### src/rtl/gate_pkg.sv
// Shared constants and types for the gate arbiter: default sizes, opcode
// encoding and FSM state encoding.
package gate_pkg;

  localparam int N_REQ_DEF = 4;
  localparam int W_DEF     = 8;

  typedef enum logic [1:0] {
    OP_NOT = 2'b00,
    OP_AND = 2'b01,
    OP_OR  = 2'b10,
    OP_XOR = 2'b11
  } op_t;

  typedef enum logic [1:0] {
    S_IDLE = 2'b00,
    S_EXEC = 2'b01,
    S_DONE = 2'b10
  } state_t;

endpackage

### src/rtl/gate_arbiter_if.sv
// Requester/result bus of the gate arbiter; requesters drive through the
// master modport, the arbiter sits on the slave modport.
interface gate_arbiter_if #(
  parameter int N_REQ = 4,
  parameter int W     = 8
);
  logic [N_REQ-1:0]   req;
  logic [2*N_REQ-1:0] op;
  logic [W*N_REQ-1:0] a;
  logic [W*N_REQ-1:0] b;
  logic [N_REQ-1:0]   gnt;
  logic               busy;
  logic [W-1:0]       result;
  logic               res_valid;
  logic [1:0]         res_id;

  modport master (
    output req, op, a, b,
    input  gnt, busy, result, res_valid, res_id
  );

  modport slave (
    input  req, op, a, b,
    output gnt, busy, result, res_valid, res_id
  );
endinterface

### src/rtl/gate_unit.sv
// Combinational bitwise gate: NOT a, a AND b, a OR b, a XOR b.
module gate_unit
  import gate_pkg::*;
#(
  parameter int W = W_DEF
) (
  input  op_t          op,
  input  logic [W-1:0] a,
  input  logic [W-1:0] b,
  output logic [W-1:0] y
);

  always_comb begin
    y = '0;
    unique case (op)
      OP_NOT: y = ~a;
      OP_AND: y = a & b;
      OP_OR:  y = a | b;
      OP_XOR: y = a ^ b;
    endcase
  end

endmodule

### src/rtl/gate_arbiter.sv
// Round-robin arbiter that captures one requester's opcode and operands,
// runs them through gate_unit and reports the result with the owner's index.
module gate_arbiter
  import gate_pkg::*;
#(
  parameter int N_REQ = N_REQ_DEF,
  parameter int W     = W_DEF
) (
  input  logic         clk,
  input  logic         rst_n,
  gate_arbiter_if.slave bus
);

  state_t           r_state;
  state_t           w_next;
  logic [1:0]       r_ptr;
  logic [1:0]       r_win;
  op_t              r_op;
  logic [W-1:0]     r_a;
  logic [W-1:0]     r_b;
  logic [W-1:0]     r_result;
  logic [1:0]       r_res_id;
  logic [N_REQ-1:0] r_gnt;

  logic             w_found;
  logic [1:0]       w_sel;
  logic [W-1:0]     w_y;

  // First active requester scanning upward from the pointer, with wrap.
  always_comb begin
    w_found = 1'b0;
    w_sel   = r_ptr;
    for (int unsigned i = 0; i < N_REQ; i++) begin
      if (!w_found && bus.req[2'((32'(r_ptr) + i) % N_REQ)]) begin
        w_found = 1'b1;
        w_sel   = 2'((32'(r_ptr) + i) % N_REQ);
      end
    end
  end

  always_comb begin
    w_next = r_state;
    unique case (r_state)
      S_IDLE:  if (w_found) w_next = S_EXEC;
      S_EXEC:  w_next = S_DONE;
      S_DONE:  w_next = S_IDLE;
      default: w_next = S_IDLE;
    endcase
  end

  always_ff @(posedge clk or negedge rst_n) begin
    if (!rst_n) r_state <= S_IDLE;
    else        r_state <= w_next;
  end

  gate_unit #(.W(W)) u_gate (
    .op (r_op),
    .a  (r_a),
    .b  (r_b),
    .y  (w_y)
  );

  always_ff @(posedge clk or negedge rst_n) begin
    if (!rst_n) begin
      r_ptr    <= '0;
      r_win    <= '0;
      r_op     <= OP_NOT;
      r_a      <= '0;
      r_b      <= '0;
      r_result <= '0;
      r_res_id <= '0;
      r_gnt    <= '0;
    end else begin
      unique case (r_state)
        S_IDLE: if (w_found) begin
          r_win <= w_sel;
          r_op  <= op_t'(bus.op[2*w_sel +: 2]);
          r_a   <= bus.a[W*w_sel +: W];
          r_b   <= bus.b[W*w_sel +: W];
          r_gnt <= N_REQ'(1) << w_sel;
        end
        S_EXEC: begin
          r_result <= w_y;
          r_res_id <= r_win;
        end
        S_DONE: begin
          r_gnt <= '0;
          r_ptr <= 2'((32'(r_win) + 1) % N_REQ);
        end
        default: ;
      endcase
    end
  end

  assign bus.gnt       = r_gnt;
  assign bus.busy      = (r_state != S_IDLE);
  assign bus.res_valid = (r_state == S_DONE);
  assign bus.result    = r_result;
  assign bus.res_id    = r_res_id;

endmodule

### src/flat_wrapper.sv
// flat-port wrapper written by rule: the top's interface ports become plain ports
module gate_arbiter_flat import gate_pkg::*;
#(
  parameter int N_REQ = N_REQ_DEF,
  parameter int W     = W_DEF
)
  (clk, rst_n, bus_req, bus_op, bus_a, bus_b, bus_gnt, bus_busy, bus_result, bus_res_valid, bus_res_id);
  gate_arbiter_if #(.N_REQ(N_REQ), .W(W)) bus_i ();
  input  logic clk;
  input  logic rst_n;
  input wire logic [$bits(bus_i.req)-1:0] bus_req;
  input wire logic [$bits(bus_i.op)-1:0] bus_op;
  input wire logic [$bits(bus_i.a)-1:0] bus_a;
  input wire logic [$bits(bus_i.b)-1:0] bus_b;
  output wire logic [$bits(bus_i.gnt)-1:0] bus_gnt;
  output wire logic [$bits(bus_i.busy)-1:0] bus_busy;
  output wire logic [$bits(bus_i.result)-1:0] bus_result;
  output wire logic [$bits(bus_i.res_valid)-1:0] bus_res_valid;
  output wire logic [$bits(bus_i.res_id)-1:0] bus_res_id;
  assign bus_i.req = bus_req;
  assign bus_i.op = bus_op;
  assign bus_i.a = bus_a;
  assign bus_i.b = bus_b;
  assign bus_gnt = bus_i.gnt;
  assign bus_busy = bus_i.busy;
  assign bus_result = bus_i.result;
  assign bus_res_valid = bus_i.res_valid;
  assign bus_res_id = bus_i.res_id;
  gate_arbiter #(.N_REQ(N_REQ), .W(W)) u_core (.clk(clk), .rst_n(rst_n), .bus(bus_i));
endmodule
### config.mk
export PLATFORM = sky130hd
export DESIGN_NAME = gate_arbiter_flat
export DESIGN_NICKNAME = d
export VERILOG_FILES = /design/src/rtl/gate_pkg.sv /design/src/rtl/gate_arbiter_if.sv /design/src/rtl/gate_unit.sv /design/src/rtl/gate_arbiter.sv /design/src/flat_wrapper.sv
export SDC_FILE = /design/constraint.sdc
export NUM_CORES = 1
export LEC_CHECK = 0
export ABC_AREA = 1
export ABC_CLOCK_PERIOD_IN_PS = 1900
export BUFFER_PORTS_ARGS = -buffer_cell sky130_fd_sc_hd__buf_2
export CAP_MARGIN = 15
export CORE_ASPECT_RATIO = 1.2
export CORE_MARGIN = 10
export CORE_UTILIZATION = 30
export DETAILED_ROUTE_END_ITERATION = 10
export GPL_TIMING_DRIVEN = 1
export PLACE_DENSITY_LB_ADDON = 0.12
export SLEW_MARGIN = 20
export SYNTH_ARGS = -nofsm -noshare
export SYNTH_HDL_FRONTEND = slang
export SYNTH_HIERARCHICAL = 1
export SYNTH_SLANG_ARGS = --single-unit
### constraint.sdc
create_clock -name clk -period 1.9 [get_ports clk]
set_input_delay 0.38 -clock clk [delete_from_list [all_inputs] [get_ports clk]]
set_output_delay 0.38 -clock clk [all_outputs]
set_load 0.01 [all_outputs]
# Word level (Yosys, flattened, before mapping)
# Index checks and enable logic that the tools add are counted.
[word_totals]
memories = 0
wordCells = 63
latch_bits = 0
ram_bits = 0
output_inout_bits = 16
romBits = 0
regBits = 38
[classes]
mul = 0
n_reduce_logical = 12
eq_ne = 6
n_mux = 20
n_bitwise = 4
div_mod_pow = 0
shift = 4
magnitude_cmp = 4
add_sub_neg = 4
[op_table]
columns = ["op", "n"]
rows = [
  ["32-bit by 6-bit variable part select with 8-bit output", 2],
  ["8-bit case mux with 4 select lines", 1],
  ["2-bit by 3-bit < comparator with 1-bit output, second input constant", 4],
  ["8-bit AND", 1],
  ["1-bit binary-select mux with 2-bit select", 4],
  ["1-bit two-way mux", 8],
  ["2-bit two-way mux", 4],
  ["8-bit NOT", 1],
  ["8-bit bitwise OR", 1],
  ["4-bit case mux with 2 select lines", 1],
  ["8-bit by 4-bit variable part select with 2-bit output", 1],
  ["8-bit XOR", 1],
  ["2-bit == test, second input constant", 3],
  ["2-bit by 1-bit adder with 2-bit output, second input constant", 2],
  ["2-bit adder, second input constant", 2],
  ["2-bit by 1-bit == test with 1-bit output, second input constant", 2],
  ["2-bit logical NOT", 2],
  ["4-bit two-way mux", 1],
  ["2-bit case mux with 2 select lines", 1],
  ["2-bit AND reduction", 2],
  ["2-bit nonzero test", 2],
  ["1-bit by 2-bit << shifter with 4-bit output, first input constant", 1],
  ["1-bit logical AND", 3],
  ["1-bit logical NOT", 3],
  ["2-bit by 1-bit != test with 1-bit output, second input constant", 1],
]

# Longest topological paths before layout
# Gate-level depths: netlist of the first run.
[depth]
ltp_word = 15
ltp_mapped = 18

# By module
# Netlist of the first run, hierarchy kept.
[by_module_without_submodules]
columns = ["module", "area_per_inst_um2", "n_inst", "seq_area_each_um2", "cells_each"]
rows = [
  ["gate_arbiter", 2760.1, 1, 950.9, 423],
  ["gate_unit", 558.0, 1, 0.0, 86],
]

# Worst setup path after synthesis of the first run
# No wires, ideal clock.
[synth_path]
path_kind = "flip-flop to flip-flop"
start = "register u_core.r_ptr[1]"
end = "register u_core.r_a[7]"
synth_period_minus_slack_ps = 1788
arrival_time_ps = 1671
setup_slack_ps = 112
setup_time_ps = 116
path_stages_with_launch = 15
cell_sequence = "dfrtp_1 -> buf_4 -> inv_2 -> nand2_1 -> nand2_1 -> nand2_1 -> nand2_2 -> nor2_2 -> nand2_1 -> nor2_1 -> nor2_2 -> inv_2 -> clkbuf_1 -> nand2_1 -> nand2_1"
[synth_between]
elab_chain_len = 13
word_cells_on_any_way = 26
[synth_rtl]
columns = ["item", "line", "source"]
rows = [
  ["from (decl)", "gate_arbiter.sv:16", "logic [1:0] r_ptr;"],
  ["from (signal assigned)", "gate_arbiter.sv:88", "r_ptr <= 2'((32'(r_win) + 1) % N_REQ);"],
  ["parallel branches: the longest is 13 deep, another holds 2-bit by 1-bit adder with 2-bit output", "n/a", ""],
  ["to (signal assigned)", "gate_arbiter.sv:78", "r_a <= bus.a[W*w_sel +: W];"],
  ["to (decl)", "gate_arbiter.sv:19", "logic [W-1:0] r_a;"],
]
# Several ways; the timed one is not identified. The select of a mux whose other input is x is not followed.
# A chain may end at the register's enable or synchronous reset.

# Final worst setup path of the first run
[layout_path]
start = "register u_core.r_ptr[0]"
end = "register u_core.r_b[2]"
[layout_between]
elab_chain_len = 13
word_cells_on_any_way = 26
[layout_rtl]
columns = ["item", "line", "source"]
rows = [
  ["parallel branches: the longest is 13 deep, another holds 2-bit by 1-bit adder with 2-bit output", "n/a", ""],
  ["to (signal assigned)", "gate_arbiter.sv:79", "r_b <= bus.b[W*w_sel +: W];"],
  ["to (decl)", "gate_arbiter.sv:20", "logic [W-1:0] r_b;"],
]
# Several ways; the timed one is not identified. The select of a mux whose other input is x is not followed.

==> reports/qor.yml, run 1 <==
status:
  status: "finished with violations"
  violations: "negative setup slack"
synthesis:
  syn_inst: 509
  synth_area_per_cell_um2: 6.52
  ys_seq_area_frac: 0.287
  syn_nets: 603
  synth.top_cell.area_share: 0.287
  netlist-cell-type-count: 25
  yosysTopAreaCell: "dfrtp_1"
  ys_warn_count: 6
  synthTopCellsByArea: "dfrtp_1 (29%), nand2_1 (28%), nand3_1 (14%)"
  synth_area_um2: 3320
  ys_ff_latch: 38
die:
  die_h_um: 135
  die_area_um2: 15700
  rows: 42
  initial_core_util: 0.304
  dieWidth_um: 116
  pin_count: 94
  coreArea_um2: 10900
clock_tree:
  ctsRootBufferMaster: "clkbuf_16"
  clk_path_buf_depth: 2
  numClockSinks: 38
  clk_pin_slew_ns: 0.06
  cts.hold.buffers_added: 0
  worstSkewPairLatency_ns: 0.28
  htreeDepth: 2
  cts_tree: "built"
  cts_buffers: 5
routing:
  first_iter_violations: 213
  via_count: 3496
  vias_per_cell: 4.70
  drt.antenna.violating_nets: 0
  wl_per_cell_um: 14.5
  drc: 0
  drt-pass1-iter-count: 4
  wirelength_mm: 10.8
critical_path:
  worstRegToRegCells: 15
  slowest_stage: "dfrtp_2"
  cp_data_arrival_time_ns: 2.13
  crit_family: "simple AND/OR/NAND/NOR gates"
  worstPathRequired_ns: 2.07
  cp_max_fo: 10
  slowest_delay_ns: 0.46
  crit_cells: 15
  worstPathCellList: "buf_6, nand2_2, nand2_2, nand2_2, nand2_4, nor2_4, nand4_1, buf_6, clkbuf_16, nand3_2, nand2_1, nand2_1, nand2_1, nand2_1, nand2_1"
  endpoint_kind: "flop"
  crit_type: "flop to flop"
  cp_num_buf_inv: 3
  start_kind: "flop"
  worst_path_most_repeated_cell: "nand2_1"
grt:
  grt.total_usage: 0.133
  grt_pass1_vias: 3568
  grt_antenna_before_repair: 0
  grt-ovfl-total: 0
  grt_start_max_net_pins: 39
  grt_pass1_wl_mm: 17.2
timing:
  tightest_slew_ns: 0.689
  fmaxAchievable_mhz: 512
  max_slew_margin: 0.539
  rsz0062_at_grt: "true"
  finalSetupViolCount: 16
  final-max-slew-violation-count: 0
  min_period_ns: 1.95
  fin_ws_ns: -0.0542
  hold_violations: 0
  skew_ns: 0.0111
  hold_ws_ns: 0.148
  finalCritPeriodShare: 1.03
finish:
  diodes: 0
  area_delta_synth_final_pct: 32.8
  layout-drive-gt1-share: 0.309
  fillers: 1184
  nets: 706
  layout_common_cells: "nand2_1 (230), buf_2 (94), nand3_1 (87)"
  seqCellArea_um2: 953
  mostFrequentLayoutCell: "nand2_1"
  post-route-util: 0.403
  multi_input_area_um2: 2070
run:
  drv_cap: 0
power_and_ir_drop:
  leakage_nw: 2.55
  power.density_nw_per_um2: 2180
  total_power_w: 0.00960
  vdd_ir_drop_max_v: 0.000807
place:
  hpwlAfterDp_mm: 7.67
  portBuffers: 93
  gp_congestion: 0.845
worst_hold_path:
  min-delay-path-class: "input pin to async pin"
final cells by class:
class                           instances  area share
Tap cell                              132      0.0375
Inverter                               40      0.0358
Timing Repair Buffer                  125       0.209
Sequential cell                        38       0.216
Multi-Input combinational cell        401       0.469
Clock inverter                          2     0.00227
Timing Repair inverter                  1     0.00170
Clock buffer                            5      0.0284
logic make-up after synthesis:
kind of cell	count (synthesis)	synth area share
compound gates	6	0.00980
xor+xnor	1	0.00264
fa+ha+maj	16	0.0603
buf+inv	70	0.117
flops	38	0.287
simple gates	378	0.524
synthesized netlist by cell type:
library cell	n
nor2_1	3
nand2_2	8
o21a_1	1
clkbuf_1	4
nand4_2	1
buf_8	3
nand4_1	10
o21ai_1	1
buf_6	6
ha_1	16
buf_2	9
o21ai_0	4
nor2_8	1
buf_4	8
nand3_1	90
nand4_4	1
nand3_2	17
inv_1	36
inv_2	3
nor2_2	2
dfrtp_1	38
xnor2_1	1
nand2_1	244
inv_6	1
nor2_4	1
what timing repair did:
item	CTS	global route
endpoints found under the setup margin	19	24
gates cloned	3	5
gates resized for setup	17	21
pin swaps	2	16
endpoints found under the hold margin	0	0
buffers inserted	4	1
report_power, final:
part	switching (W)	internal [W]	total [W]
sequential	0.000375	0.00123	0.00160
combinational	0.00420	0.00299	0.00719
clock	0.000329	0.000474	0.000803
registers in the layout, indices dropped and copies added, names as in the netlist:
| register | cells |
|---|---|
| u_core/r_b | 8 |
| u_core/r_op | 2 |
| u_core/r_a | 8 |
| u_core/bus.res_id | 2 |
| u_core/r_win | 2 |
| u_core/bus.result | 8 |
| u_core/r_ptr | 2 |
| u_core/bus.gnt | 4 |
| u_core/r_state | 2 |
per-stage QoR:
step | TNS (ns) | worst slack [ns] | area, um^2 | std cells
final | -0.333 | -0.0542 | 4410 | 744
after global routing | -3.40 | -0.191 | 4410 | 744
after CTS | -0.0369 | -0.0183 | 4210 | 738
after detailed placement | -0.468 | -0.0562 | 3970 | 724
after global placement | -0.00659 | -0.00659 | 3970 | 724
after floorplan | 0 | 0.112 | 3320 | 509
per-layer routing:
layer  global-route usage  vias up  share of wire
li1                     -     1826              -
met1                0.165     1589           0.45
met5                    0        -              0
met4               0.0369        0          0.012
met3               0.0350        9          0.056
met2                0.221       72           0.48
worst paths after layout:
kind	start	end	slack, ns
setup / recovery	u_core/r_ptr[0]	u_core/r_b[2]	-0.05
hold / removal	rst_n	u_core/bus.result[4]	0.15
setup reg to reg	u_core/r_ptr[0]	u_core/r_b[2]	-0.05
hold reg to reg	u_core/bus.result[4]	u_core/bus.result[4]	0.47
max in group asynchronous	rst_n	u_core/r_ptr[0]	1.38
min in group clk	u_core/bus.result[4]	u_core/bus.result[4]	0.47
Note: power is estimated with default switching activity, not from simulation.
==> run 2: changes to the inputs <==
==> constraint.sdc (replaced) <==
create_clock -name clk -period 1.9 [get_ports clk]
set_input_delay 0 -clock clk [delete_from_list [all_inputs] [get_ports clk]]
set_output_delay 0 -clock clk [all_outputs]
set_load 0.01 [all_outputs]
==> run 2 against run 1 <==
  * Power is 0.47% lower
  * Global-route usage decreased by 0.30 points
  * Hold slack worse by 0.023 ns
  * Wire length down 2.9%
  * Design area rose by 0.20%
  * The run still ends with negative setup slack left
  * Setup slack better by 0.018 ns
==> reports/qor.yml, run 2 (synthesis results as in run 1) <==
finish:
  nets: 706  # unchanged
  area_delta_synth_final_pct: 33.1  # was 32.8%
  diodes: 0  # unchanged
  layout_common_cells: "nand2_1 (230), buf_2 (94), nand3_1 (86)"  # was nand2_1 (230), buf_2 (94), nand3_1 (87)
  post-route-util: 0.404  # was 0.403
  fillers: 1181  # was 1,184
  stdcell_count: 745  # was 744
  mostFrequentLayoutCell: "nand2_1"  # unchanged
  layout-drive-gt1-share: 0.312  # was 0.309
clock_tree:
  ctsRootBufferMaster: "clkbuf_16"  # unchanged
  clk_pin_slew_ns: 0.06  # about the same
  worstSkewPairLatency_ns: 0.29  # was 0.28 ns
  cts_tree: "built"  # unchanged
  clk_path_buf_depth: 2  # unchanged
  htreeDepth: 2  # unchanged
  numClockSinks: 38  # unchanged
  cts_buffers: 5  # unchanged
place:
  dp.cells: 723  # was 724
  portBuffers: 93  # unchanged
  gp_congestion: 0.845  # about the same
  dp_slack_ns: -0.0876  # was -0.0562 ns
  hpwlAfterDp_mm: 7.64  # was 7.67 mm
timing:
  fin_tns_setup_ns: -0.0952  # was -0.333 ns
  min_period_ns: 1.94  # was 1.95 ns
  finalSetupViolCount: 7  # was 16
  rsz0062_at_grt: "true"  # unchanged
  fmaxAchievable_mhz: 517  # was 512 MHz
  final-max-slew-violation-count: 0  # unchanged
  fin_ws_ns: -0.0361  # was -0.0542 ns
  finalCritPeriodShare: 1.02  # was 1.03
  tightest_slew_ns: 0.875  # was 0.689 ns
  hold_violations: 0  # unchanged
  skew_ns: 0.00676  # was 0.0111 ns
  max_slew_margin: 0.417  # was 0.539
critical_path:
  slowest_delay_ns: 0.46  # about the same
  crit_cells: 15  # unchanged
  worstPathRequired_ns: 2.08  # was 2.07 ns
  worstPathCellList: "buf_6, nand2_2, nand2_4, nand2_4, nand2_4, nor2_4, nand4_1, buf_6, clkbuf_16, nand3_1, nand2_1, nand2_1, nand2_1, nand2_1, nand2_1"  # was buf_6, nand2_2, nand2_2, nand2_2, nand2_4, nor2_4, nand4_1, buf_6, clkbuf_16, nand3_2, nand2_1, nand2_1, nand2_1, nand2_1, nand2_1
  cp_max_fo: 10  # unchanged
  worst_path_most_repeated_cell: "nand2_1"  # unchanged
  cp_data_arrival_time_ns: 2.12  # was 2.13 ns
  slowest_stage: "dfrtp_2"  # unchanged
  crit_family: "simple AND/OR/NAND/NOR gates"  # unchanged
  r2r-start: "u_core/r_ptr[0]"  # unchanged
  worstRegToRegCells: 15  # unchanged
  cp_num_buf_inv: 3  # unchanged
  crit_type: "flop to flop"  # unchanged
  start_kind: "flop"  # unchanged
  endpoint_kind: "flop"  # unchanged
  crit_path_start: "u_core/r_ptr[0]"  # unchanged
run:
  drv_cap: 0  # unchanged
power_and_ir_drop:
  vdd_ir_drop_max_v: 0.000904  # was 0.000807 V
  leakage_nw: 2.55  # about the same
  switching_share: 0.507  # was 0.511
  p_switching_w: 0.00484  # was 0.00491 W
  clockPowerShare: 0.102  # was 0.084
  p_seq_frac: 0.167  # about the same
  p_int_w: 0.00471  # was 0.00470 W
  power.density_nw_per_um2: 2160  # was 2180 nW/um^2
  comb_power_share: 0.731  # was 0.749
  total_power_w: 0.00955  # was 0.00960 W
routing:
  drc: 0  # unchanged
  wl_per_cell_um: 14.1  # was 14.5 um
  highest_layer: "met4"  # unchanged
  first_iter_violations: 138  # was 213
  drt-pass1-iter-count: 4  # unchanged
  drt-met1-wl_mm: 4.98  # was 4.88 mm
  via_count: 3455  # was 3,496
  vias_per_cell: 4.64  # was 4.70
  wl_met3_um: 536  # was 600 um
  drt.antenna.violating_nets: 0  # unchanged
  wirelength_mm: 10.5  # was 10.8 mm
  route.met2.wl_mm: 4.89  # was 5.19 mm
status:
  status: "finished with violations"  # unchanged
  violations: "negative setup slack"  # unchanged
worst_hold_path:
  hp-start: "bus_b[15]"
  min-delay-path-class: "input pin to flop"  # was input pin to async pin
  hold_depth: 7
die:
  die_h_um: 135  # unchanged
  pin_count: 94  # unchanged
  die_area_um2: 15700  # unchanged
  coreArea_um2: 10900  # unchanged
  dieWidth_um: 116  # unchanged
  rows: 42  # unchanged
  initial_core_util: 0.304  # unchanged
grt:
  grt_pass1_wl_mm: 16.7  # was 17.2 mm
  grt_start_max_net_pins: 39  # unchanged
  grt_antenna_before_repair: 0  # unchanged
  grt-ovfl-total: 0  # unchanged
  grt_pass1_vias: 3445  # was 3,568
  grt.total_usage: 0.130  # was 0.133
## run 2: changes by cell type in the layout (fill, tap and decap cells not counted), sizes merged
cell         delta
clkbuf          -2
clkinvlp        +1
buf             +1
dlygate4sd3     +1
bufinv          +1
inv             -1
## run 2: power groups by stage
| stage | Clock [W] | Sequential, W | Combinational (W) |
|---|---|---|---|
| 3_3_place_gp | 0 | 0.00158 | 0.00628 |
| 4_1_cts | 0.00100 | 0.00159 | 0.00647 |
| 3_5_place_dp | 0 | 0.00160 | 0.00631 |
| 6_report | 0.000971 | 0.00160 | 0.00699 |
| 5_1_grt | 0.00104 | 0.00167 | 0.00788 |
| 2_1_floorplan | 0 | 0.00150 | 0.00467 |
## run 2: worst register-to-register path: cells and delay by family, from the launching register on
family | cells | cell delay, ns
buf+inv | 3 | 0.50
flops | 1 | 0.46
simple gates | 12 | 0.89
## run 2: final timing paths
check,to,slack (ns)
worst max-delay path,u_core/r_a[5],-0.04
worst min-delay path,u_core/r_b[7],0.13
worst max register to register,u_core/r_a[5],-0.04
worst min register to register,u_core/bus.result[6],0.46
max in group asynchronous,u_core/r_ptr[0],0.94
min in group asynchronous,u_core/bus.gnt[2],0.37
## run 2: final cells by class
| type | count | area, um^2 | share of cell area |
|---|---|---|---|
| clock buffer | 5 | 125 | 0.0283 |
| tap | 132 | 165 | 0.0374 |
| clock inverter | 3 | 45.0 | 0.0102 |
| inverter | 40 | 160 | 0.0363 |
| multi-input combinational | 401 | 2070 | 0.469 |
| sequential | 38 | 953 | 0.216 |
| timing repair inverter | 1 | 5.00 | 0.00113 |
| timing repair buffer | 125 | 893 | 0.202 |
## run 2: metrics by stage
stage / cell area (um^2) / hold slack [ns]
2_1_floorplan: 3320 / -0.296
3_3_place_gp: 3960 / 0.180
3_5_place_dp: 3960 / 0.179
4_1_cts: 4210 / 0.125
5_1_grt: 4420 / 0.165
6_report: 4420 / 0.125
## run 2: routing by layer
| metal | GRT usage | vias to the layer above |
|---|---|---|
| met1 | 0.166 | 1554 |
| met3 | 0.0337 | 5 |
| met4 | 0.0362 | 0 |
| li1 | - | 1827 |
| met5 | 0 | - |
| met2 | 0.211 | 69 |
## run 2: repair_timing
item                       in CTS  in global routing
setup endpoints to repair      22                 32
pin swaps                       1                 11
hold buffers                    1                  0
setup buffers                   2                  5
gates cloned                    1                  5
resized for setup              15                 27
hold endpoints to repair       38                  0
==> run 3: changes to the inputs <==
--- a/config.mk
+++ b/config.mk
@@ -15,6 +15,7 @@
 export DETAILED_ROUTE_END_ITERATION = 10
 export GPL_TIMING_DRIVEN = 1
 export PLACE_DENSITY_LB_ADDON = 0.12
+export SETUP_SLACK_MARGIN = 0.02
 export SLEW_MARGIN = 20
 export SYNTH_ARGS = -nofsm -noshare
 export SYNTH_HDL_FRONTEND = slang
==> run 3 against run 2 <==
  * The run still ends with negative setup slack left
  * Combinational power is 8.3% higher
  * Clock-buffer cell count stayed put
  * Setup slack better by 0.033 ns
  * Die area is the same
  * Maximum frequency grew 1.7%
  * Power increased by 6.1%
  * Largest cell class unchanged
  * Via count up 0.75%
  * Wire length rose by 2.4%
  * Clock skew barely moved
  * Sequential power about the same
  * Largest power group unchanged
  * Flip-flop and latch count unchanged
  * Critical path depth unchanged
==> reports/qor.yml, run 3 (synthesis results as in run 1) <==
status:
  status: "finished with violations"  # unchanged
  violations: "negative setup slack"  # unchanged
place:
  hpwlAfterDp_mm: 7.64  # unchanged
  placed_cell_area_um2: 3960  # unchanged
  gp_congestion: 0.845  # unchanged
  portBuffers: 93  # unchanged
run:
  drv_cap: 0  # unchanged
critical_path:
  start_kind: "flop"  # unchanged
  crit_type: "flop to flop"  # unchanged
  cp_data_arrival_time_ns: 2.09  # was 2.12 ns
  endpoint_kind: "flop"  # unchanged
  worstRegToRegCells: 15  # unchanged
  cp_max_fo: 9  # was 10
  worstPathRequired_ns: 2.08  # about the same
power_and_ir_drop:
  power.density_nw_per_um2: 2220  # was 2160 nW/um^2
  vdd_ir_drop_max_v: 0.000944  # was 0.000904 V
  leakage_nw: 2.61  # was 2.55 nW
clock_tree:
  htreeDepth: 2  # unchanged
  numClockSinks: 38  # unchanged
  cts_tree: "built"  # unchanged
  ctsRootBufferMaster: "clkbuf_16"  # unchanged
  cts_buffers: 5  # unchanged
  worstSkewPairLatency_ns: 0.29  # about the same
  clk_path_buf_depth: 2  # unchanged
  clk_pin_slew_ns: 0.06  # about the same
die:
  pin_count: 94  # unchanged
  initial_core_util: 0.304  # unchanged
  coreArea_um2: 10900  # unchanged
  dieWidth_um: 116  # unchanged
  die_h_um: 135  # unchanged
  rows: 42  # unchanged
  die_area_um2: 15700  # unchanged
grt:
  grt_antenna_before_repair: 0  # unchanged
  grt_start_max_net_pins: 39  # unchanged
  grt-ovfl-total: 0  # unchanged
  grt.total_usage: 0.130  # about the same
  grt_pass1_vias: 3453  # was 3,445
  grt_pass1_wl_mm: 16.7  # about the same
timing:
  skew_ns: 0.00666  # was 0.00676 ns
  rsz0062_at_grt: "true"  # unchanged
  final-max-slew-violation-count: 0  # unchanged
  hold_violations: 0  # unchanged
  tightest_slew_ns: 0.866  # was 0.875 ns
  finalSetupViolCount: 1  # was 7
  fmaxAchievable_mhz: 525  # was 517 MHz
  fin_ws_ns: -0.00348  # was -0.0361 ns
  finalCritPeriodShare: 1.00  # was 1.02
  hold_ws_ns: 0.124  # was 0.125 ns
  min_period_ns: 1.90  # was 1.94 ns
  max_slew_margin: 0.422  # was 0.417
worst_hold_path:
  hold_depth: 7  # unchanged
  min-delay-path-class: "input pin to flop"  # unchanged
finish:
  area_delta_synth_final_pct: 37.7  # was 33.1%
  nets: 710  # was 706
  fin_area_um2: 4570  # was 4420 um^2
  layout_common_cells: "nand2_1 (218), buf_2 (93), nand3_1 (80)"  # was nand2_1 (230), buf_2 (94), nand3_1 (86)
  layout-drive-gt1-share: 0.345  # was 0.312
  mostFrequentLayoutCell: "nand2_1"  # unchanged
  diodes: 0  # unchanged
routing:
  vias_per_cell: 4.65  # was 4.64
  wirelength_mm: 10.7  # was 10.5 mm
  drt.antenna.violating_nets: 0  # unchanged
  wl_per_cell_um: 14.4  # was 14.1 um
  drc: 0  # unchanged
  via_count: 3481  # was 3,455
  first_iter_violations: 156  # was 138
  drt-pass1-iter-count: 5  # was 4
run 3: final timing paths:
check | slack, ns | end | from
worst max-delay path | -0.003 | u_core/r_a[1] | u_core/r_ptr[0]
worst min-delay path | 0.12 | u_core/r_a[6] | bus_a[6]
worst max register to register | -0.003 | u_core/r_a[1] | u_core/r_ptr[0]
worst min register to register | 0.46 | u_core/bus.result[6] | u_core/bus.result[6]
max in group asynchronous | 0.94 | u_core/r_ptr[0] | rst_n
min in group asynchronous | 0.37 | u_core/bus.gnt[1] | rst_n
run 3: layer usage:
layer | track usage | vias up | part of all wire
met1 | 0.165 | 1566 | 0.46
met5 | 0 | - | 0
met3 | 0.0337 | 5 | 0.058
met4 | 0.0362 | 0 | 0.0085
li1 | - | 1832 | -
met2 | 0.211 | 78 | 0.47
run 3: critical path, cell delays in order, from the launching register on:
cell	delay (ns)
dfrtp_2	0.45
buf_6	0.15
nand2_2	0.08
nand2_4	0.07
nand2_4	0.07
nand2_4	0.07
nor2_4	0.13
nand4_1	0.10
buf_6	0.16
buf_8	0.14
nand3_1	0.07
nand2_1	0.07
nand2_1	0.07
nand2_1	0.06
nand2_1	0.05
nand2_1	0.05
run 3: layout make-up:
type                       instances  area (um^2)
fill                            1175         6360
tap                              132          165
sequential                        38          953
multi-input combinational        401         2140
inverter                          40          163
clock inverter                     3         45.0
clock buffer                       5          125
timing repair buffer             130          977
run 3: power breakdown:
group,total [W],internal (W),switching (W)
Clock,0.000970,0.000619,0.000351
Combinational,0.00757,0.00324,0.00432
Sequential,0.00160,0.00123,0.000373
Total,0.0101,0.00509,0.00505
run 3: per-stage QoR:
stage / total power, W / util / setup TNS (ns) / cells / setup slack, ns
2_1_floorplan: 0.00617 / - / 0 / 509 / 0.112
3_3_place_gp: 0.00786 / 0.362 / -0.00810 / 723 / -0.00810
3_5_place_dp: 0.00791 / 0.362 / -1.06 / 723 / -0.0876
4_1_cts: 0.00907 / 0.386 / -0.00935 / 735 / -0.00474
5_1_grt: 0.0112 / 0.418 / -2.03 / 749 / -0.124
6_report: 0.0101 / 0.418 / -0.00348 / 749 / -0.00348
run 3: timing repair:
action	4_1_cts	5_1_grt
setup buffers	2	6
endpoints found under the setup margin	24	33
cloned	1	8
hold buffers	1	0
hold endpoints to repair	38	0
pin swaps	3	15
resized for setup	16	55
